## src/rtl/spring_plunger_ctrl.sv

```systemverilog
// Pinball plunger controller: pull-key compression, spring geometry and contact launch.
// Optional SPRING_AUTO_RELEASE_EN forces a release after a hold at full compression.
module spring_plunger_ctrl #(
    parameter int SPRING_BASE_Y       = 460,
    parameter int REST_HEIGHT         = 64,
    parameter int MAX_COMPRESSION     = 48,
    parameter int PULL_STEP           = 1,
    parameter int RELEASE_STEP        = 8,
    parameter int SPEED_SHIFT         = 3,
    parameter int MAX_SPEED           = 320,
    parameter int COOLDOWN_FRAMES     = 30,
    parameter int AUTO_RELEASE_FRAMES = 120
) (
    input  logic        clk,
    input  logic        reset,
    input  logic        startOfFrame,
    input  logic        keyPull,
    input  logic        drawSpring,
    input  logic        drawBall,
    output logic [10:0] springTopY,
    output logic [10:0] springHeight,
    output logic        launch,
    output logic [10:0] launchSpeedY,
    output logic        busy
);

    localparam logic [10:0] TOP_REST  = 11'(SPRING_BASE_Y - REST_HEIGHT);
    localparam logic [10:0] H_REST    = 11'(REST_HEIGHT);
    localparam logic [10:0] COMP_MAX  = 11'(MAX_COMPRESSION);
    localparam logic [10:0] STEP_PULL = 11'(PULL_STEP);
    localparam logic [10:0] STEP_REL  = 11'(RELEASE_STEP);
    localparam logic [10:0] CD_LOAD   = 11'(COOLDOWN_FRAMES);
    localparam logic [31:0] SPEED_LIM = 32'(MAX_SPEED);

    typedef enum logic [1:0] {
        IDLE,
        PULLING,
        RELEASING,
        COOLDOWN
    } state_t;

    state_t      state, state_n;
    logic [10:0] comp, comp_n;
    logic [10:0] latched, latched_n;
    logic        launched, launched_n;
    logic [10:0] cd_cnt, cd_cnt_n;
    logic [10:0] speed_n;
    logic        launch_n;
    logic        contact;
    logic        auto_hit;
    logic [31:0] speed_raw;
    logic [31:0] speed_mag;

    assign contact = drawSpring & drawBall;

    // Speed magnitude depends only on latched, so a comp update in the same cycle cannot affect it.
    always_comb begin
        speed_raw = 32'(latched) << SPEED_SHIFT;
        speed_mag = (speed_raw > SPEED_LIM) ? SPEED_LIM : speed_raw;
    end

`ifdef SPRING_AUTO_RELEASE_EN
    logic [31:0] hold_cnt, hold_cnt_n;

    assign auto_hit = keyPull && (comp == COMP_MAX) &&
                      (hold_cnt + 32'd1 >= 32'(AUTO_RELEASE_FRAMES));

    always_comb begin
        hold_cnt_n = hold_cnt;
        if (state != PULLING) begin
            hold_cnt_n = '0;
        end else if (startOfFrame) begin
            if (keyPull && comp == COMP_MAX) begin
                hold_cnt_n = hold_cnt + 32'd1;
            end else begin
                hold_cnt_n = '0;
            end
        end
    end

    always_ff @(posedge clk or posedge reset) begin
        if (reset) begin
            hold_cnt <= '0;
        end else begin
            hold_cnt <= hold_cnt_n;
        end
    end
`else
    assign auto_hit = 1'b0;
`endif

    always_comb begin
        state_n    = state;
        comp_n     = comp;
        latched_n  = latched;
        launched_n = launched;
        cd_cnt_n   = cd_cnt;
        launch_n   = 1'b0;
        speed_n    = launchSpeedY;

        case (state)
            IDLE: begin
                comp_n = '0;
                if (startOfFrame && keyPull) begin
                    state_n = PULLING;
                end
            end

            PULLING: begin
                if (startOfFrame) begin
                    if (!keyPull || auto_hit) begin
                        latched_n  = comp;
                        launched_n = 1'b0;
                        state_n    = RELEASING;
                    end else if (comp + STEP_PULL > COMP_MAX) begin
                        comp_n = COMP_MAX;
                    end else begin
                        comp_n = comp + STEP_PULL;
                    end
                end
            end

            RELEASING: begin
                if (startOfFrame) begin
                    if (comp <= STEP_REL) begin
                        comp_n   = '0;
                        cd_cnt_n = CD_LOAD;
                        state_n  = COOLDOWN;
                    end else begin
                        comp_n = comp - STEP_REL;
                    end
                end
                if (contact && !launched) begin
                    launched_n = 1'b1;
                    launch_n   = 1'b1;
                    speed_n    = 11'd0 - speed_mag[10:0];
                end
            end

            COOLDOWN: begin
                if (startOfFrame) begin
                    if (cd_cnt <= 11'd1) begin
                        cd_cnt_n = '0;
                        state_n  = IDLE;
                    end else begin
                        cd_cnt_n = cd_cnt - 11'd1;
                    end
                end
            end

            default: state_n = IDLE;
        endcase
    end

    // Outputs are registered from the next-state values so geometry and busy track comp/state exactly.
    always_ff @(posedge clk or posedge reset) begin
        if (reset) begin
            state        <= IDLE;
            comp         <= '0;
            latched      <= '0;
            launched     <= 1'b0;
            cd_cnt       <= '0;
            springTopY   <= TOP_REST;
            springHeight <= H_REST;
            launch       <= 1'b0;
            launchSpeedY <= '0;
            busy         <= 1'b0;
        end else begin
            state        <= state_n;
            comp         <= comp_n;
            latched      <= latched_n;
            launched     <= launched_n;
            cd_cnt       <= cd_cnt_n;
            springTopY   <= TOP_REST + comp_n;
            springHeight <= H_REST - comp_n;
            launch       <= launch_n;
            launchSpeedY <= speed_n;
            busy         <= (state_n != IDLE);
        end
    end

endmodule

```

## config.mk

```make
export PLATFORM = sky130hd
export DESIGN_NAME = spring_plunger_ctrl
export DESIGN_NICKNAME = d
export VERILOG_FILES = /design/src/rtl/spring_plunger_ctrl.sv
export SDC_FILE = /design/constraint.sdc
export NUM_CORES = 1
export LEC_CHECK = 0
export CAP_MARGIN = 40
export CORE_UTILIZATION = 51
export DETAILED_ROUTE_END_ITERATION = 10
export GPL_TIMING_DRIVEN = 1
export PLACE_DENSITY = 0.81
export SLEW_MARGIN = 25
export SYNTH_ARGS = -nofsm -noshare
export SYNTH_HDL_FRONTEND = slang
export SYNTH_SLANG_ARGS = --single-unit
```

## constraint.sdc

```tcl
create_clock -name clk -period 3.6 [get_ports clk]
set_clock_uncertainty 0.2 [all_clocks]
set_input_delay 0.54 -clock clk [delete_from_list [all_inputs] [get_ports clk]]
set_output_delay 0.54 -clock clk [all_outputs]
set_load 0.02 [all_outputs]
```

# [Yosys cells after proc, flatten, opt, wreduce, memory -nomap -nowiden]
# Cells that the tools add are included.
[word_totals] input_bits=6 out_inout_bits=35 register_bits=71 wordCells=68
[op_classes] n_lt_le_gt_ge=4 n_bitwise=2 muxes=26 n_eq_ne=9 reduce_logical=11 n_addsub=6
[ops] op="two-way mux 11 bit" n=10
[ops] op="case mux 11 bit (3 select lines)" n=1
[ops] op="case mux 11 bit (2 select lines)" n=1
[ops] op="> comparator 14 x 9 -> 1 bit, second input constant" n=1
[ops] op="two-way mux 2 bit" n=7
[ops] op="!= test 2 bit, second input constant" n=6
[ops] op="adder 11 x 1 -> 11 bit, second input constant" n=1
[ops] op="adder 9 x 11 -> 11 bit, first input constant" n=1
[ops] op="> comparator 11 x 6 -> 1 bit, second input constant" n=1
[ops] op="less-or-equal comparator 11 x 1 -> 1 bit, second input constant" n=1
[ops] op="less-or-equal comparator 11 x 4 -> 1 bit, second input constant" n=1
[ops] op="subtractor 1 x 11 -> 11 bit, first input constant" n=1
[ops] op="subtractor 11 x 1 -> 11 bit, second input constant" n=1
[ops] op="subtractor 11 x 4 -> 11 bit, second input constant" n=1
[ops] op="subtractor 7 x 11 -> 11 bit, first input constant" n=1
[ops] op="case mux 2 bit (4 select lines)" n=1
[ops] op="AND reduction 4 bit" n=2
[ops] op="nonzero test 2 bit" n=3
[ops] op="two-way mux 1 bit" n=5
[ops] op="== test 2 bit, second input constant" n=2
[ops] op="AND reduction 3 bit" n=1
[ops] op="== test 2 x 1 -> 1 bit, second input constant" n=1
[ops] op="logical AND 1 bit" n=2
[ops] op="logical NOT 2 bit" n=1
[ops] op="other kinds (5)" n=5

# [Longest topological paths before layout]
[depth] word_depth=7 depth_mapped=16 ltp_nobuf=15

# [Least setup slack after synthesis]
# Ideal clock, no wire load.
[synth_path] kind="reg-to-reg" startpoint="reg comp[1]" endpoint="reg springHeight[10]" path_buffers=0 arrival_time_ps=3213 setup_ps=80 required_time_ps=3320 period_less_slack_ps=3493 path_stages_with_launch=14 path_slack_ps=107 cell_sequence="dfrtp_1 ha_1 nand4_1 o311a_1 o211a_1 o2111ai_2 o21a_2 a2bb2oi_2 ha_1 nand2_1 a211oi_1 o211ai_1 a211oi_1 xnor2_1"
[synth_via] elab_chain_cells=7 elab_cells_between_ends=11 classes_between="add/sub: 3; order compare: 2; mux: 6"
[synth_rtl] element="start: declaration" line="43" source="logic [10:0] comp, comp_n;"
[synth_rtl] element="start signal: assignment" line="170" source="comp <= comp_n;"
[synth_rtl] element="adder 11 x 1 -> 11 bit" line="115, 118"
[synth_rtl] element="> comparator 11 x 6 -> 1 bit" line="115" source="end else if (comp + STEP_PULL > COMP_MAX) begin"
[synth_rtl] element="two-way mux 11 bit" line="115"
[synth_rtl] element="two-way mux 11 bit" line="111" source="if (!keyPull || auto_hit) begin"
[synth_rtl] element="two-way mux 11 bit" line="110" source="if (startOfFrame) begin"
[synth_rtl] element="case mux 11 bit (3 select lines) *" line="101" source="case (state)"
[synth_rtl] element="subtractor 7 x 11 -> 11 bit *" line="175" source="springHeight <= H_REST - comp_n;"
[synth_rtl] element="end signal: assignment" line="175"
[synth_rtl] element="end: declaration" line="21" source="output logic [10:0] springHeight,"
# Mark *: on every way between the ends. The rest lies on a longest branch, timed or not.
# A chain may end at the register's enable or synchronous reset.

# [Worst setup path after layout]
# Same ends and word-level chain as after synthesis.

==> impl_results.md <==
- H-Tree Depth: 3
- DR WL/cell: 15.3 um
- Startpoint types: register
- Share of cells above drive strength 1: 0.207
- Post-place setup slack: -0.0443 ns
- PwrDens: 780 nW/um2
- Via count: 3011
- Hold Crit Class: register to register
- Post-synth EDFFs: 0
- Io pins: 41
- Mapped Area: between 3000 and 4000 um2
- Final non-filler cell total: 536
- CTS clk-pin slew, worst paths: 0.07 ns
- Worst hold slack: 0.267 ns
- Slew Limit Fails: 0
- Max Cap Viol: 0
- Fmax: 0.292 GHz
- Placed cells: 519
- Post-Syn Instances: 378
- Status: finished, final reports clean
- Hold_buf cts: 0
- Via count of the first global-routing pass: 2897
- Crit-path max FO: 3
- ANT nets after route: 0
- Relative slew slack: 0.518
- Chip height: 86.9 um
- Syn_area_per_cell: 9.72 um2
- Port Buffers: 37
- Crit Path Class: register to register
- Peak supply drop: 390 uV
- Asr flop ratio synth: 1.00
- CP endpoint kind: register
- Tcrit/Tclk final: 0.951
- Minimum clock period: ~3.4 ns
- Max clock buf depth: 2
- Number of diodes: 0
- Area grow syn2layout: 22.8%
- Post-CTS setup buffer count: 0
- Overall power: ~3.5 mW
- Data required, critical path: 3.66 ns
- # DRC: 0
- Commonest cells after routing, fill and taps aside: dfrtp_1 (59), nand2_1 (43), clkdlybuf4s50_1 (37)
- Skew-Pair Late Insertion Delay: roughly 0.35 ns
- Die W: 86.9 um
- Dpl hpwl: about 6000 um
- Vias per cell: 5.62
- Worst path arrival time: around 3.5 ns
- Most common cell after layout, fill and taps aside: dfrtp_1
- Primary FF master, synth: dfrtp_1
- Post-synthesis sequential area ratio: 0.444
- Initial DRC count: a little over 200
- CTS tree: built
- Clock sinks: 65
- Initial Utilization: 0.535
- Final setup margin: between 0.15 and 0.2 ns
- Initial antenna violation count: 0
- TritonCTS buffer count: 9
- Final setup fails: 0
- Cell area after placement: 4250 um2
- Yosys warns: 0
- Cell leakage power: 1.97 nW
- NumNets Final: 451
- Die area: 7550 um2
- Synth Register Bits: 65
- Slew of the pin with the lowest slew margin: 0.717 ns
- CORE AREA: approximately 7000 um2
- Largest net degree at the start of global routing: 66
- First-pass GRT wire length: 13800 um
- RSZ-0062 raised after global routing: no
- Final instance area: 4510 um2
- Post-CTS sizing: 0
- GR Overflow Total: 0
- Final hold vios: 0
- WL final: 8230 um
- Rows: 30
- GRT Total Usage: 0.241
- Synth cell types: 73
- Clock root buffer: clkbuf_8
- Routability cong.: 0.911
- DR pass1 iterations: 5
[worst max-delay path: stages, from the launching register on]
cell and delay (ns):
dfrtp_1 0.35, ha_1 0.18, nand4_1 0.16, o311a_1 0.34, o211a_1 0.29, o211ai_2 0.22, nor4_1 0.07, buf_4 0.18
a22oi_2 0.14, ha_1 0.22, nand2_1 0.11, a211oi_1 0.23, o211ai_1 0.23, a211oi_2 0.25, xnor2_1 0.16
[final timing paths]
kind	start	to	slack, ns	cells after the start
min in group asynchronous	reset	springHeight[8]$_DFF_PP0_	0.38	3
worst min register to register	launchSpeedY[8]$_DFFE_PP0P_	launchSpeedY[8]$_DFFE_PP0P_	0.27	2
worst max register to register	comp[1]$_DFF_PP0_	springHeight[10]$_DFF_PP0_	0.18	14
worst max-delay path	comp[1]$_DFF_PP0_	springHeight[10]$_DFF_PP0_	0.18	14
max in group asynchronous	reset	springTopY[7]$_DFF_PP1_	2.24	4
worst min-delay path	launchSpeedY[8]$_DFFE_PP0P_	launchSpeedY[8]$_DFFE_PP0P_	0.27	2
[through the flow]
| stage | utilization | TNS, ns |
|---|---|---|
| 2_1_floorplan | - | 0 |
| 3_5_place_dp | 0.618 | -0.0443 |
| 3_3_place_gp | 0.618 | -0.00600 |
| 6_report | 0.656 | 0 |
| 4_1_cts | 0.649 | 0 |
| 5_1_grt | 0.656 | 0 |
[metal layers]
metal	vias up	wire [um]	share of wire	global-route usage
met3	10	413	0.050	0.0531
met4	0	129	0.016	0.0864
met1	1470	3460	0.42	0.290
li1	1454	-	-	-
met5	-	0	0	0
met2	77	4220	0.51	0.422
[registers in the layout, indices dropped and copies added, names as in the netlist]
| register | count |
|---|---|
| busy | 1 |
| cd_cnt | 11 |
| comp | 11 |
| latched | 11 |
| launch | 1 |
| launchSpeedY | 8 |
| launched | 1 |
| springHeight | 10 |
| springTopY | 9 |
| state | 2 |
[cell usage after synthesis (2+ instances only)]
master / instances / share of area
buf_4: 7 / 0.014
nand2_1: 43 / 0.044
a21o_1: 3 / 0.0061
nand2_2: 2 / 0.0034
a41oi_1: 2 / 0.0048
clkbuf_2: 2 / 0.0027
nand3_1: 9 / 0.012
nor4_1: 7 / 0.012
and3_1: 5 / 0.0085
o21ai_2: 2 / 0.0048
dfstp_2: 5 / 0.036
o211ai_2: 2 / 0.0068
clkbuf_1: 6 / 0.0061
a21oi_1: 14 / 0.019
buf_6: 3 / 0.0092
mux2_2: 11 / 0.034
inv_1: 18 / 0.018
xnor2_1: 19 / 0.045
nor2_1: 36 / 0.037
buf_2: 5 / 0.0068
o2111ai_1: 4 / 0.0095
clkinv_1: 2 / 0.0020
ha_1: 10 / 0.034
o22a_1: 4 / 0.0095
o22ai_1: 4 / 0.0068
a211oi_1: 3 / 0.0061
o21ai_0: 11 / 0.015
and2_1: 2 / 0.0034
a31oi_1: 7 / 0.012
o211ai_1: 3 / 0.0061
nand4_1: 5 / 0.0085
nor2b_1: 2 / 0.0034
dfrtp_1: 60 / 0.41
o31ai_2: 2 / 0.0068
o31ai_1: 2 / 0.0041
or3_1: 4 / 0.0068
xor2_1: 7 / 0.017
nor3_1: 8 / 0.011
a21boi_0: 3 / 0.0061
[report_power, final]
group          total, mW  internal [mW]  switching, mW
clock              0.649          0.375          0.274
combinational       1.72          0.779          0.943
sequential          1.15          0.980          0.168
total               3.52           2.13           1.39
[kinds of logic (layout without fill, tap and decap cells)]
| kind of cell | Yosys count | count (layout) | share of synthesized area |
|---|---|---|---|
| buffers and inverters | 44 | 104 | 0.0606 |
| other | 1 | 3 | 0.00102 |
| adder cells (fa/ha/maj) | 10 | 10 | 0.0341 |
| AND/OR/NAND/NOR | 134 | 134 | 0.180 |
| flip-flops | 65 | 65 | 0.444 |
| XOR/XNOR | 26 | 26 | 0.0620 |
| AO/OA/AOI/OAI | 85 | 85 | 0.175 |
| multiplexers | 13 | 13 | 0.0426 |
[final cells by class]
class | count | area, um2
clock buffer | 12 | 165
multi-input combinational | 271 | 1850
timing repair buffer | 67 | 608
sequential | 65 | 1630
fill | 568 | 2360
inverter | 21 | 78.8
clock inverter | 4 | 50.0
tap | 96 | 120
No activity file was read; power rests on OpenSTA's default activity.
